<file path="src/rtl/rename_dispatch_pkg.sv">
// Shared constants, operand record and CDB-bypass resolve helper for the
// rename/dispatch slice. Tags run 1..ROB_DEPTH; tag 0 means value ready.
package rename_dispatch_pkg;

    localparam int ROB_DEPTH = 16;
    localparam int TAG_W     = 5;
    localparam int REG_W     = 5;
    localparam int DATA_W    = 32;
    localparam int COUNT_W   = $clog2(ROB_DEPTH + 1);

    localparam int PAY_OP_W  = 7;
    localparam int PAY_IMM_W = 25;
    localparam int PAY_PC_W  = 32;
    localparam int PAYLOAD_W = PAY_OP_W + PAY_IMM_W + PAY_PC_W;

    localparam logic [TAG_W-1:0] TAG_NONE  = '0;
    localparam logic [TAG_W-1:0] TAG_FIRST = TAG_W'(1);

    typedef struct packed {
        logic [TAG_W-1:0]  q;
        logic [DATA_W-1:0] v;
    } operand_t;

    // Unused operands read as ready zero; a live dependency that the CDB is
    // broadcasting this very cycle is captured so the packet starts ready.
    function automatic operand_t resolve_operand(
        input logic              use_op,
        input logic [TAG_W-1:0]  rf_q,
        input logic [DATA_W-1:0] rf_v,
        input logic              cdb_valid,
        input logic [TAG_W-1:0]  cdb_tag,
        input logic [DATA_W-1:0] cdb_data
    );
        operand_t r;
        r.q = rf_q;
        r.v = rf_v;
        if (!use_op) begin
            r.q = TAG_NONE;
            r.v = '0;
        end else if (rf_q != TAG_NONE && cdb_valid && cdb_tag == rf_q) begin
            r.q = TAG_NONE;
            r.v = cdb_data;
        end
        return r;
    endfunction

endpackage

</file>
<file path="src/rtl/rename_dispatch_tag_allocator.sv">
// ROB tag allocator: tail pointer wrapping 1..ROB_DEPTH plus occupancy count.
// Full depends only on registered count, so commit never feeds ready.
module rename_dispatch_tag_allocator
    import rename_dispatch_pkg::*;
(
    input  logic             clk_i,
    input  logic             rst_i,
    input  logic             rdy_i,
    input  logic             alloc_i,
    input  logic             commit_i,
    input  logic             flush_i,
    output logic [TAG_W-1:0] tail_o,
    output logic             full_o
);

    logic [TAG_W-1:0]   tail_q, tail_d;
    logic [COUNT_W-1:0] count_q, count_d;
    logic               commit_ok;

    assign commit_ok = commit_i && (count_q != '0);

    always_comb begin
        tail_d  = tail_q;
        count_d = count_q;
        if (flush_i) begin
            tail_d  = TAG_FIRST;
            count_d = '0;
        end else begin
            if (alloc_i) begin
                tail_d = (tail_q == TAG_W'(ROB_DEPTH)) ? TAG_FIRST : tail_q + TAG_W'(1);
            end
            if (alloc_i && !commit_ok) begin
                count_d = count_q + COUNT_W'(1);
            end else if (!alloc_i && commit_ok) begin
                count_d = count_q - COUNT_W'(1);
            end
        end
    end

    always_ff @(posedge clk_i) begin
        if (rst_i) begin
            tail_q  <= TAG_FIRST;
            count_q <= '0;
        end else if (rdy_i) begin
            tail_q  <= tail_d;
            count_q <= count_d;
        end
    end

    // Retiring from an empty ROB is a protocol error; the commit is dropped.
    a_commit_nonempty : assert property (@(posedge clk_i) disable iff (rst_i)
        !(rdy_i && !flush_i && commit_i && count_q == '0))
        else $error("rob_commit with empty ROB ignored");

    assign tail_o = tail_q;
    assign full_o = (count_q == COUNT_W'(ROB_DEPTH));

endmodule

</file>
<file path="src/rtl/rename_dispatch.sv">
// In-order dispatch: allocates a ROB tag, renames rd, resolves operands with a
// same-cycle CDB bypass and issues a registered packet to ROB plus RS or LSB.
module rename_dispatch
    import rename_dispatch_pkg::*;
(
    input  logic                 clk_i,
    input  logic                 rst_i,
    input  logic                 rdy_i,

    input  logic                 inst_valid_i,
    output logic                 inst_ready_o,
    input  logic [REG_W-1:0]     inst_rd_i,
    input  logic [REG_W-1:0]     inst_rs1_i,
    input  logic [REG_W-1:0]     inst_rs2_i,
    input  logic                 inst_use_rs1_i,
    input  logic                 inst_use_rs2_i,
    input  logic                 inst_is_mem_i,
    input  logic [PAYLOAD_W-1:0] inst_payload_i,

    output logic                 rf_dispatch_enable_o,
    output logic [REG_W-1:0]     rf_dispatch_name_o,
    output logic [TAG_W-1:0]     rf_dispatch_rename_o,
    output logic [REG_W-1:0]     rf_dispatch_rs1_o,
    output logic [REG_W-1:0]     rf_dispatch_rs2_o,
    input  logic [TAG_W-1:0]     rf_Qi_i,
    input  logic [TAG_W-1:0]     rf_Qj_i,
    input  logic [DATA_W-1:0]    rf_Vi_i,
    input  logic [DATA_W-1:0]    rf_Vj_i,

    input  logic                 cdb_valid_i,
    input  logic [TAG_W-1:0]     cdb_tag_i,
    input  logic [DATA_W-1:0]    cdb_data_i,

    input  logic                 rob_commit_i,
    input  logic                 wrong_commit_i,
    input  logic                 rs_full_i,
    input  logic                 lsb_full_i,

    output logic                 out_rob_valid_o,
    output logic                 out_rs_valid_o,
    output logic                 out_lsb_valid_o,
    output logic [TAG_W-1:0]     out_tag_o,
    output logic [REG_W-1:0]     out_rd_o,
    output logic [TAG_W-1:0]     out_Qi_o,
    output logic [TAG_W-1:0]     out_Qj_o,
    output logic [DATA_W-1:0]    out_Vi_o,
    output logic [DATA_W-1:0]    out_Vj_o,
    output logic [PAYLOAD_W-1:0] out_payload_o
);

    logic             rob_full, target_full, accept;
    logic [TAG_W-1:0] tail;
    operand_t         op_i, op_j;

    logic                 rob_valid_q, rs_valid_q, lsb_valid_q;
    logic [TAG_W-1:0]     tag_q, qi_q, qj_q;
    logic [REG_W-1:0]     rd_q;
    logic [DATA_W-1:0]    vi_q, vj_q;
    logic [PAYLOAD_W-1:0] payload_q;

    rename_dispatch_tag_allocator u_alloc (
        .clk_i    (clk_i),
        .rst_i    (rst_i),
        .rdy_i    (rdy_i),
        .alloc_i  (accept),
        .commit_i (rob_commit_i),
        .flush_i  (wrong_commit_i),
        .tail_o   (tail),
        .full_o   (rob_full)
    );

    assign target_full  = inst_is_mem_i ? lsb_full_i : rs_full_i;
    assign inst_ready_o = rdy_i && !rst_i && !wrong_commit_i && !rob_full && !target_full;
    assign accept       = inst_valid_i && inst_ready_o;

    assign rf_dispatch_enable_o = accept;
    assign rf_dispatch_name_o   = inst_rd_i;
    assign rf_dispatch_rename_o = tail;
    assign rf_dispatch_rs1_o    = inst_rs1_i;
    assign rf_dispatch_rs2_o    = inst_rs2_i;

    assign op_i = resolve_operand(inst_use_rs1_i, rf_Qi_i, rf_Vi_i, cdb_valid_i, cdb_tag_i, cdb_data_i);
    assign op_j = resolve_operand(inst_use_rs2_i, rf_Qj_i, rf_Vj_i, cdb_valid_i, cdb_tag_i, cdb_data_i);

    // Data registers only load on accept so a stalled packet keeps its contents.
    always_ff @(posedge clk_i) begin
        if (rst_i) begin
            rob_valid_q <= 1'b0;
            rs_valid_q  <= 1'b0;
            lsb_valid_q <= 1'b0;
            tag_q       <= '0;
            rd_q        <= '0;
            qi_q        <= '0;
            qj_q        <= '0;
            vi_q        <= '0;
            vj_q        <= '0;
            payload_q   <= '0;
        end else if (rdy_i) begin
            if (accept) begin
                rob_valid_q <= 1'b1;
                rs_valid_q  <= !inst_is_mem_i;
                lsb_valid_q <= inst_is_mem_i;
                tag_q       <= tail;
                rd_q        <= inst_rd_i;
                qi_q        <= op_i.q;
                qj_q        <= op_j.q;
                vi_q        <= op_i.v;
                vj_q        <= op_j.v;
                payload_q   <= inst_payload_i;
            end else begin
                rob_valid_q <= 1'b0;
                rs_valid_q  <= 1'b0;
                lsb_valid_q <= 1'b0;
            end
        end
    end

    assign out_rob_valid_o = rob_valid_q;
    assign out_rs_valid_o  = rs_valid_q;
    assign out_lsb_valid_o = lsb_valid_q;
    assign out_tag_o       = tag_q;
    assign out_rd_o        = rd_q;
    assign out_Qi_o        = qi_q;
    assign out_Qj_o        = qj_q;
    assign out_Vi_o        = vi_q;
    assign out_Vj_o        = vj_q;
    assign out_payload_o   = payload_q;

endmodule
</file>
<file path="config.mk">
export PLATFORM = sky130hd
export DESIGN_NAME = rename_dispatch
export DESIGN_NICKNAME = d
export VERILOG_FILES = /design/src/rtl/rename_dispatch_pkg.sv /design/src/rtl/rename_dispatch_tag_allocator.sv /design/src/rtl/rename_dispatch.sv
export SDC_FILE = /design/constraint.sdc
export NUM_CORES = 1
export LEC_CHECK = 0
export BUFFER_PORTS_ARGS = -buffer_cell sky130_fd_sc_hd__buf_2
export CORE_AREA = 2 2 145 147
export DETAILED_ROUTE_END_ITERATION = 10
export DIE_AREA = 0 0 147 149
export SLEW_MARGIN = 20
export SYNTH_ARGS = -nofsm -noshare
export SYNTH_HDL_FRONTEND = slang
export SYNTH_HIERARCHICAL = 1
export SYNTH_SLANG_ARGS = --single-unit
</file>
<file path="constraint.sdc">
create_clock -name clk_i -period 4.45 [get_ports clk_i]
set_input_delay 1.335 -clock clk_i [delete_from_list [all_inputs] [get_ports clk_i]]
set_output_delay 1.335 -clock clk_i [all_outputs]
set_load 0.02 [all_outputs]
</file>
* Word-level counts from Yosys, hierarchy flattened
Index checks and enable logic that the tools add are counted.
** Word-level totals
- Register bits after elaboration :: 161
- Bits in latches :: 0
- Memory bits (writable) :: 0
- Memory bits (read-only) :: 0
- Bits of input ports :: 202
- Logic and storage cells :: 60
- Memories kept :: 0
** Operators by class
- $add $sub $neg :: 3
- Multipliers :: 0
- Divide/modulo/power cells :: 0
- Magnitude comparators :: 0
- Equality and inequality tests :: 4
- Shifts and indexed selects :: 0
- Muxes and demuxes :: 14
- Bitwise logic cells :: 0
- Reductions and logical operators :: 27
** Operators with widths (count)
- 2-to-1 mux 37 bit :: 4
- 2-to-1 mux 5 bit :: 6
- nonzero test 5 bit :: 3
- logical AND 1 bit :: 12
- adder 5 x 1 -> 5 bit, second input constant :: 2
- == test 5 bit :: 2
- == test 5 bit, second input constant :: 2
- zero test 1 bit :: 7
- AND reduction 2 bit :: 3
- subtractor 5 x 1 -> 5 bit, second input constant :: 1
- 2-to-1 mux 1 bit :: 4
- nonzero test 3 bit :: 1
- nonzero test 2 bit :: 1

* Longest topological paths before layout
Gate-level depths: netlist of the first run.
- Depth in word-level cells :: 11
- Gate-level depth with buffers :: 13
- Gate-level depth less buffers :: 12

* Hierarchy
Netlist of the first run, hierarchy kept.
** Modules (own cells, without submodules)
- rename_dispatch :: instances 1, cells an instance 696, area an instance 5918.2 um^2, seq. area each 3022.9 um^2
- rename_dispatch_tag_allocator :: instances 1, cells an instance 76, area an instance 661.9 um^2, seq. area each 200.2 um^2

* Worst setup path after synthesis of the first run
Ideal clock, no wire load.
- Path type :: input to register
- Start point :: in rst_i
- End point :: reg u_alloc.count_q[4]
- Data arrival time :: 3.699 ns
- Required time :: 4.388 ns
- Slack :: 0.689 ns
- Stages on the path :: 12
- Buffers on the path :: 2
- Path through :: buf_2 nor4b_2 nand3_1 inv_2 buf_2 nand2_1 fa_1 nand3_1 nand2_1 or3_1 a21oi_1 nand3b_1
** On the way
- Longest elaborated chain between the ends :: 10
** RTL lines
- start: declaration :: line rename_dispatch.sv:7 : input logic rst_i,
- zero test 1 bit * :: line rename_dispatch.sv:73 : assign inst_ready_o = rdy_i && !rst_i && !wrong_commit_i && !rob_full && !target_full;
- logical AND 1 bit * (4 in a row) :: line rename_dispatch.sv:73
- logical AND 1 bit * :: line rename_dispatch.sv:74 : assign accept = inst_valid_i && inst_ready_o;
- net rf_dispatch_enable_o :: line rename_dispatch.sv:20 : output logic rf_dispatch_enable_o,
- zero test 1 bit :: line rename_dispatch_tag_allocator.sv:34 : end else if (!alloc_i && commit_ok) begin
- logical AND 1 bit :: line rename_dispatch_tag_allocator.sv:34
- nonzero test 3 bit (no source line)
- AND reduction 2 bit (no source line)
- end signal: assignment :: line rename_dispatch_tag_allocator.sv:46 : count_q <= count_d;
- end: declaration :: line rename_dispatch_tag_allocator.sv:17 : logic [COUNT_W-1:0] count_q, count_d;
Mark *: on every way through the listed nets, which the timed path passes. The rest lies on a longest branch.
A chain may end at the register's enable or synchronous reset.

* Final worst setup path of the first run
- Start point :: in wrong_commit_i
- End point :: out rf_dispatch_enable_o
** On the way
- Longest elaborated chain between the ends :: 5
** RTL lines
- start: declaration :: line rename_dispatch.sv:35 : input logic wrong_commit_i,
- zero test 1 bit :: line rename_dispatch.sv:73
- logical AND 1 bit (3 in a row) :: line rename_dispatch.sv:73
- logical AND 1 bit :: line rename_dispatch.sv:74
- end: declaration :: line rename_dispatch.sv:20
No other way between the ends.

==> impl_results.md, run 1 <==
* Result of the run: finished clean
* Leading cell type in the layout, fill and taps excluded: sky130_fd_sc_hd__buf_2
* Most used DFF post-synth: sky130_fd_sc_hd__dfxtp_1
* Worst Max-Slew Pin Slew at 1030 ps
* Number of standard cells after synthesis at 772
* CP Data Required Time at 3120 ps
* Chain of cells forming the critical path: buf_2 -> nor4b_2 -> nand3_4 -> inv_2 -> buf_2
* Static leakage at 3.99 nW
* Grt met1 use at a little over a fifth
* Count of antenna diodes in the layout at 0
* Row count at 53
* Post-CTS Resized at 0
* Power per cell area at 363 nW/um^2
* Total length of routed wires at between 20,000 and 25,000 um
* Width of the die at 147 um
* Effective utilization at floorplan at 32.0%
* Number of buffers and inverters on the critical path at 3
* Number of hold violations in the final report at 0
* Quantity of I/O buffers inserted on ports at about 350
* Detailed-route via count at roughly 6.4k
* Final setup vio count at 0
* Peak-usage layer in the global routing report: met2
* H-tree levels at 4
* Worst Setup SP: wrong_commit_i
* GR Layer Usage met2 at a little under a third
* Kind of capture point of the worst setup path: output port
* Min-Delay Path Class: register to register
* Die Ht at 149 um
* Summed negative setup slack over all endpoints at 0 ps
* Peak ir drop on the vdd network at 0.233 mV
* Inserted Clock Buffers at 17
* Critical Path Fanout Max at 20
* Reg-to-reg endpoint: out_Vj_o[18]
* Flip-flop and latch count after synthesis at between 150 and 200
* R2R cell count at 8
* Vias in the first global route at 6,045
* CTS Buffer Depth at 2
* Average footprint of a synthesized cell at between 8 and 9 um^2
* Cell type group with the largest total delay on the critical path: buffers and inverters
* Number of design-rule violations left by the first detailed-router iteration at 276
* Critical path startpoint category: input pin
* RSZ-0062 raised after global routing: false
* Max-slew violation count at 0
* R2r setup slk at ~1500 ps
* Number of design rule violations left after detail routing at 0
* Reg2reg start: u_alloc/count_q[0]
* Number of enable flip-flop cells after synthesis at 0
* Layout Nets at 1,298
* Syn Nets at 981
* Relative max-transition margin at a little under a third
* Routed wire per std cell at 15.1 um
* First-pass detailed-route iteration total at 4
* Aggregate global-route resource usage at 18.3%
* GR met3 Demand/Resource at under 10%
* Worst setup path endpoint: rf_dispatch_enable_o
* Maximum number of pins on one net before global-route repair at 87
* Total global routing overflow at 0
* PnR worst setup slack at about 600 ps
* Clock latency on the worst-skew pair at 420 ps
* Most frequent cell on the critical path: sky130_fd_sc_hd__buf_2
* Clock tree from TritonCTS: built
* Post-CTS setup buffer count at 0
* Total of hold buffers inserted after clock tree synthesis at 0
* Post-synth cell types at 42
* Maximum capacitance violations at 0
* Final weighted congestion in routability-driven placement at 0.785
* Commonest non-fill, non-tap cells in the layout: sky130_fd_sc_hd__buf_2 (353), sky130_fd_sc_hd__nand2_1 (229), sky130_fd_sc_hd__dfxtp_1 (161)
* Area of the die at 21,900 um^2
* Hpwl dp at ~15,000 um
* Critical Path Slowest Stage Cell: sky130_fd_sc_hd__nor4b_2
* Buffer type at the clock tree root: sky130_fd_sc_hd__clkbuf_16
* Largest stage delay on the critical path at 390 ps
* Max Clock Freq at 259 MHz
* CTS sink cnt at ~160
* Critical path depth in cells at 5
* Placeable core region at roughly 21,000 um^2
* Final critical delay including setup and external delays at 3860 ps
* Number of nets still failing antenna checks after routing at 0
* Clock transition at the registers of the reported paths at roughly 60 ps
* Final Skew at 10.8 ps
* Category of the most critical setup path: input pin to output port
* Part of the Yosys area used for sequential elements at between 40 and 50%
* Syn Std Cell Area at 6580 um^2
* Share of the clock period used by the worst path after layout at 86.7%
* Arr. time, crit path at about 2500 ps
* Share of cells above drive strength 1 at 36.8%
* Number of placed I/O pins at roughly 380
* Initial antenna violation count at 0
* Post-detailed-route via-to-cell ratio at 4.65
* Number of warning messages in the yosys log at 6
* Layout overhead on the synthesized area at 37.6%
* Async S/R FF share, synth at 0%
* Post-Place Worst Slack at 531 ps
* First-pass GRT wire length at about 32,000 um
[Yosys cell counts (all sizes together) (4+ instances only)]
master	number	area [um^2]
a21oi	91	455
buf	33	244
clkbuf	31	116
dfxtp	161	3220
ha	6	75.1
inv	7	26.3
mux2i	68	681
nand2	230	863
nand2b	4	25.0
nand3	8	40.0
nand4b	8	70.1
nor2	16	62.6
o21ai	67	335
xnor2	6	52.6
xor2	8	70.1
[area by class of cell]
class,instances,area (um^2)
fillers,2076,11500
flip-flops and latches,161,3220
multi-input cells,540,3000
repair buffers,362,1860
clock buffers,19,453
well taps,275,344
clock inverters,13,150
inverters,7,26.3
[cells by family (layout without fill, tap and decap cells)]
group                      Yosys count  in the layout  synth area share (%)
DFF                                161            161                  49.0
xor gates and xnor gates            14             14                  1.86
muxes                               68             68                  10.3
adders and majority gates            7              7                  1.45
and+or+nand+nor                    288            288                  18.8
AOI/OAI and AO/OA                  163            163                  12.7
buffers and inverters               71            401                  5.88
[where the power goes]
part / switching [W] / total (W) / internal (W) / leakage (nW)
Combinational: 0.000169 / 0.000303 / 0.000133 / 2.40
Clock: 0.000637 / 0.00151 / 0.000869 / 0.290
Sequential: 0.0000152 / 0.00148 / 0.00146 / 1.30
[metal layers]
metal / part of all wire (%) / wire (um)
met1: 42 / 8730
met2: 48 / 9950
met3: 8.9 / 1850
met4: 1.4 / 301
met5: 0 / 0
[worst reg2reg max path, cell delays in order (launching register included)]
cell and delay, ps:
sky130_fd_sc_hd__dfxtp_1 420, sky130_fd_sc_hd__or4_4 190, sky130_fd_sc_hd__nor2_1 50, sky130_fd_sc_hd__nor4b_2 340, sky130_fd_sc_hd__nand3_4 110, sky130_fd_sc_hd__inv_2 280, sky130_fd_sc_hd__buf_4 360, sky130_fd_sc_hd__nand2_1 660
sky130_fd_sc_hd__o21ai_0 410
[metrics by stage]
step                cell area, um^2  std cells  utilization [%]  total power [W]  hold WS (ps)
global placement               8450       1345             41.1          0.00181           429
CTS                            9050       1377             44.0          0.00334           451
detailed placement             8450       1345             41.1          0.00182           439
finish                         9050       1377             44.0          0.00329           449
global route                   9050       1377             44.0          0.00343           470
floorplan                      6580        772                -          0.00168           458
[flip-flops by register name (all words and copies together) (netlist names)]
| signal | count |
|---|---|
| out_Qi_o | 5 |
| out_Qj_o | 5 |
| out_Vi_o | 32 |
| out_Vj_o | 32 |
| out_lsb_valid_o | 1 |
| out_payload_o | 64 |
| out_rd_o | 5 |
| out_rob_valid_o | 1 |
| out_rs_valid_o | 1 |
| out_tag_o | 5 |
| u_alloc/count_q | 5 |
| u_alloc/tail_o | 5 |
[how the worst min path moves through the flow]
stage / startpoint / end / slack [ps] / cells after the start
global route: out_Qj_o[0] / out_Qj_o[0] / 470 / 2
global placement: out_Vi_o[0] / out_Vi_o[0] / 430 / 2
detailed placement: out_Vj_o[26] / out_Vj_o[26] / 440 / 2
finish: out_Qj_o[4] / out_Qj_o[4] / 450 / 2
floorplan: u_alloc/count_q[3] / u_alloc/count_q[3] / 460 / 2
CTS: out_Qj_o[0] / out_Qj_o[0] / 450 / 2
Power figures use the tool's default switching activity.
==> run 2: changes to the inputs <==
--- a/config.mk
+++ b/config.mk
@@ -9,6 +9,7 @@
 export CORE_AREA = 2 2 145 147
 export DETAILED_ROUTE_END_ITERATION = 10
 export DIE_AREA = 0 0 147 149
+export REMOVE_ABC_BUFFERS = 1
 export SLEW_MARGIN = 20
 export SYNTH_ARGS = -nofsm -noshare
 export SYNTH_HDL_FRONTEND = slang
==> impl_results.md, run 2 (synthesis gave the netlist of run 1 again) <==
* Result of the run: finished clean
* Number of placed I/O pins at 375
* Quantity of I/O buffers inserted on ports at 354
* Max Clock Freq at 267 MHz
* Number of design-rule violations left by the first detailed-router iteration at 212
* Critical Path Fanout Max at 12
* Arr. time, crit path at about 2400 ps
* Kind of capture point of the worst setup path: output port
* Count of antenna diodes in the layout at 0
* Category of the most critical setup path: input pin to output port
* Die Ht at 149 um
* Vias in the first global route at 6,179
* Total length of routed wires at between 20,000 and 25,000 um
* Share of cells above drive strength 1 at 36.7%
* Inserted Clock Buffers at 17
* RSZ-0062 raised after global routing: false
* Routed wire per std cell at 15.0 um
* Post-CTS Resized at 0
* Worst Max-Slew Pin Slew at 942 ps
* Power per cell area at between 300 and 400 nW/um^2
* Maximum capacitance violations at 0
* Final cell area excluding filler cells at 9020 um^2
* Final setup vio count at 0
* Buffer type at the clock tree root: sky130_fd_sc_hd__clkbuf_16
* Max FFs per register at 64
* Effective utilization at floorplan at between 30 and 40%
* Clock tree from TritonCTS: built
* Row count at 53
* Layout Nets at 1,299
* Fin Hold WS at 445 ps
* R2r setup slk at 1720 ps
* Grt met1 use at approximately 21%
* Relative max-transition margin at ~37%
* Aggregate global-route resource usage at 18.2%
* Reg2reg start: u_alloc/count_q[0]
* Final Skew at 13.2 ps
* Final weighted congestion in routability-driven placement at 0.806
* Worst hold path endpoint: out_Vj_o[30]
* Placeable core region at 20,600 um^2
* Post-Place Worst Slack at 685 ps
* Clock latency on the worst-skew pair at roughly 420 ps
* GR met3 Demand/Resource at 7.43%
* R2R cell count at 12
* Clock transition at the registers of the reported paths at around 60 ps
* Peak ir drop on the vdd network at 0.227 mV
* Reg-to-reg endpoint: u_alloc/count_q[4]
* Placed standard-cell area at 8440 um^2
* Layout overhead on the synthesized area at 37.1%
* CTS Buffer Depth at 2
* # fillers at about 2.1k
* GR Layer Usage met2 at between 30% and 40%
* Post-detailed-route via-to-cell ratio at 4.59
* Min-Delay Path Depth at 2
* Critical hold path startpoint: out_Vj_o[30]
* Number of design rule violations left after detail routing at 0
* Number of nets still failing antenna checks after routing at 0
* First-pass detailed-route iteration total at 6
* Peak-usage layer in the global routing report: met2
* Leading cell type in the layout, fill and taps excluded: sky130_fd_sc_hd__buf_2
* Final critical delay including setup and external delays at approximately 3700 ps
* Summed negative setup slack over all endpoints at 0 ps
* CP Data Required Time at approximately 3100 ps
* Static leakage at 3.98 nW
* First-pass GRT wire length at 31,600 um
* Detailed-route via count at around 6.3k
* Total global routing overflow at 0
* Critical path startpoint category: input pin
* Commonest non-fill, non-tap cells in the layout: sky130_fd_sc_hd__buf_2 (353), sky130_fd_sc_hd__nand2_1 (230), sky130_fd_sc_hd__dfxtp_1 (161)
* Share of the clock period used by the worst path after layout at a little over four fifths
* Maximum number of pins on one net before global-route repair at 87
* Hpwl dp at 14,900 um
* Width of the die at 147 um
* PnR worst setup slack at between 700 and 800 ps
* H-tree levels at 4
* Post-CTS setup buffer count at 0
* Initial antenna violation count at 0
* Max-slew violation count at 0
* CTS sink cnt at 161
* Total of hold buffers inserted after clock tree synthesis at 0
* Min-Delay Path Class: register to register
* Area of the die at around 22,000 um^2
* Final Core Density at roughly 44%
* Number of hold violations in the final report at 0
[run 2: worst max path at each step]
stage                            start                   end  slack [ps]  cells past startpoint
final                            rst_i  rf_dispatch_enable_o         710                      5
after global routing             rst_i  rf_dispatch_enable_o         650                      5
after CTS                        rst_i  rf_dispatch_enable_o         680                      5
after detailed placement         rst_i  rf_dispatch_enable_o         680                      5
after global placement           rst_i  rf_dispatch_enable_o         700                      5
after floorplan           cdb_tag_i[1]           out_Vj_o[0]       -2410                      5
[run 2: metrics by stage]
stage	instances	power, W
floorplan	708	0.00164
global placement	1346	0.00181
detailed placement	1346	0.00182
CTS	1378	0.00329
global route	1378	0.00337
finish	1378	0.00323
[run 2: area by class of cell]
class	instances	area (um^2)	share of cell area (%)
clock inverter	12	124	1.37
timing repair buffer	363	1850	20.5
sequential	161	3220	35.7
multi-input combinational	540	3000	33.2
tap	275	344	3.81
clock buffer	20	457	5.06
inverter	7	26.3	0.291
[run 2: critical path: stages]
cell	delay, ps
sky130_fd_sc_hd__buf_4	170
sky130_fd_sc_hd__nor4b_2	460
sky130_fd_sc_hd__nand3_4	110
sky130_fd_sc_hd__inv_2	140
sky130_fd_sc_hd__buf_2	180
[run 2: layer usage]
layer,share of wire [%],vias to the layer above
li1,-,3207
met1,42,2839
met2,48,263
met3,9.5,13
met4,0.98,0
met5,0,-
[run 2: power breakdown]
group | total, W | internal, W | switching, W
Clock | 0.00145 | 0.000812 | 0.000637
Combinational | 0.000303 | 0.000133 | 0.000170
Sequential | 0.00148 | 0.00146 | 0.0000155
Total | 0.00323 | 0.00241 | 0.000822
==> run 3: changes to the inputs <==
==> constraint.sdc (replaced) <==
create_clock -name clk_i -period 3.4 [get_ports clk_i]
set_input_delay 1.02 -clock clk_i [delete_from_list [all_inputs] [get_ports clk_i]]
set_output_delay 1.02 -clock clk_i [all_outputs]
set_load 0.02 [all_outputs]
==> impl_results.md, run 3 (synthesis gave the netlist of run 1 again) <==
* Result of the run: finished clean
* Min-Delay Path Class: register to register
* Final setup vio count at 0
* Final weighted congestion in routability-driven placement at 0.748
* First-pass GRT wire length at 31,900 um
* Number of design-rule violations left by the first detailed-router iteration at approximately 190
* Reg-to-reg endpoint: u_alloc/count_q[4]
* Number of hold violations in the final report at 0
* Total global routing overflow at 0
* Post-CTS Resized at 0
* Arr. time, crit path at between 2000 and 2500 ps
* CTS sink cnt at roughly 160
* Worst hold path endpoint: out_Vi_o[30]
* Total length of routed wires at approximately 21,000 um
* Maximum capacitance violations at 0
* Buffer type at the clock tree root: sky130_fd_sc_hd__clkbuf_16
* Post-CTS setup buffer count at 0
* Max-slew violation count at 0
* Number of placed I/O pins at 375
* Quantity of I/O buffers inserted on ports at 354
* Max Clock Freq at roughly 320 MHz
* Power per cell area at 459 nW/um^2
* Routed wire per std cell at 15.0 um
* Vias in the first global route at 6,063
* Max FFs per register at 64
* Kind of capture point of the worst setup path: output port
* Critical path startpoint category: input pin
* # fillers at 2,084
* Final Core Density at 43.9%
* Hpwl dp at 14,800 um
* Fin Hold WS at 447 ps
* Chain of cells forming the critical path: buf_4 -> nor4b_2 -> nand3_4 -> inv_2 -> buf_2
* Inserted Clock Buffers at 17
* Area of the die at 21,900 um^2
* First-pass detailed-route iteration total at 4
* Category of the most critical setup path: input pin to output port
* Number of design rule violations left after detail routing at 0
* Relative max-transition margin at about a quarter
* Critical Path Slowest Stage Cell: sky130_fd_sc_hd__nor4b_2
* Leading cell type in the layout, fill and taps excluded: sky130_fd_sc_hd__buf_2
* Share of cells above drive strength 1 at 36.8%
* Cell type group with the largest total delay on the critical path: simple AND/OR/NAND/NOR gates
* Row count at 53
* Commonest non-fill, non-tap cells in the layout: sky130_fd_sc_hd__buf_2 (353), sky130_fd_sc_hd__nand2_1 (230), sky130_fd_sc_hd__dfxtp_1 (161)
* RSZ-0062 raised after global routing: false
* Summed negative setup slack over all endpoints at 0 ps
* Number of nets still failing antenna checks after routing at 0
* Effective utilization at floorplan at 32.0%
* Final cell area excluding filler cells at about 9000 um^2
* Number of buffers and inverters on the critical path at 3
* Total of hold buffers inserted after clock tree synthesis at 0
* Width of the die at 147 um
* Placeable core region at 20,600 um^2
* Die Ht at 149 um
* Final Skew at approximately 9.3 ps
* Placed standard-cell area at 8480 um^2
* Layout Nets at 1,300
* Reg2reg start: u_alloc/count_q[0]
* Critical hold path startpoint: out_Vi_o[30]
* Worst Max-Slew Pin Slew at between 1000 and 1500 ps
* R2r setup slk at just over 700 ps
* Min-Delay Path Depth at 2
* Static leakage at 3.97 nW
* Clock transition at the registers of the reported paths at 60 ps
* Peak ir drop on the vdd network at 0.297 mV
* Clock latency on the worst-skew pair at 410 ps
* R2R cell count at 12
* Largest stage delay on the critical path at approximately 450 ps
* Share of the clock period used by the worst path after layout at 90.7%
* Post-detailed-route via-to-cell ratio at around 4.6
* Initial antenna violation count at 0
* CTS Buffer Depth at 2
* H-tree levels at 4
* Maximum number of pins on one net before global-route repair at 97
* Layout overhead on the synthesized area at 37.3%
* Critical Path Fanout Max at 4
* Final critical delay including setup and external delays at 3080 ps
* Detailed-route via count at between 6k and 7k
* Aggregate global-route resource usage at 18.2%
* CP Data Required Time at 2380 ps
* Post-layout power at 0.00414 W
* Count of antenna diodes in the layout at 0
* Clock tree from TritonCTS: built
run 3: cell types whose count changed in the layout (fill, tap and decap cells not counted), sizes merged:
cell	delta
clkinvlp	+2
clkinv	-1
buf	+1
bufinv	-1
run 3: area by class of cell:
cell class,count,area (um^2),area share [%]
Clock inverter,12,100,1.11
Sequential cell,161,3220,35.7
Timing Repair Buffer,364,1890,20.9
Multi-Input combinational cell,540,3000,33.2
Inverter,7,26.3,0.291
Clock buffer,20,457,5.06
Tap cell,275,344,3.81
run 3: tightest hold or removal path, cell delays in order, from the launching register on:
cell                      delay (ps)
sky130_fd_sc_hd__dfxtp_1         320
sky130_fd_sc_hd__nand2_1          40
sky130_fd_sc_hd__o21ai_0          50
run 3: power by group:
group / internal [W] / total [W] / switching, W
logic: 0.000176 / 0.000398 / 0.000222
clock network: 0.000988 / 0.00181 / 0.000823
registers: 0.00192 / 0.00194 / 0.0000205
run 3: worst max path at each step:
stage                      start              endpoint  cells after the start
floorplan           cdb_tag_i[1]           out_Vj_o[0]                      5
global placement           rst_i    u_alloc/count_q[4]                     11
detailed placement         rst_i    u_alloc/count_q[4]                     11
CTS                        rst_i  rf_dispatch_enable_o                      5
global route               rst_i  rf_dispatch_enable_o                      5
finish                     rst_i  rf_dispatch_enable_o                      5
run 3: metrics by stage:
| step | setup slack, ps | instances |
|---|---|---|
| 6_report | 316 | 1379 |
| 5_1_grt | 248 | 1379 |
| 4_1_cts | 307 | 1379 |
| 3_5_place_dp | 193 | 1347 |
| 3_3_place_gp | 217 | 1347 |
| 2_1_floorplan | -3140 | 708 |
run 3: routing by layer:
layer  GRT usage, %  routed length [um]
met5              0                   0
met4           4.76                 194
met3           7.19                2050
met2           30.6                9830
met1           21.7                8630
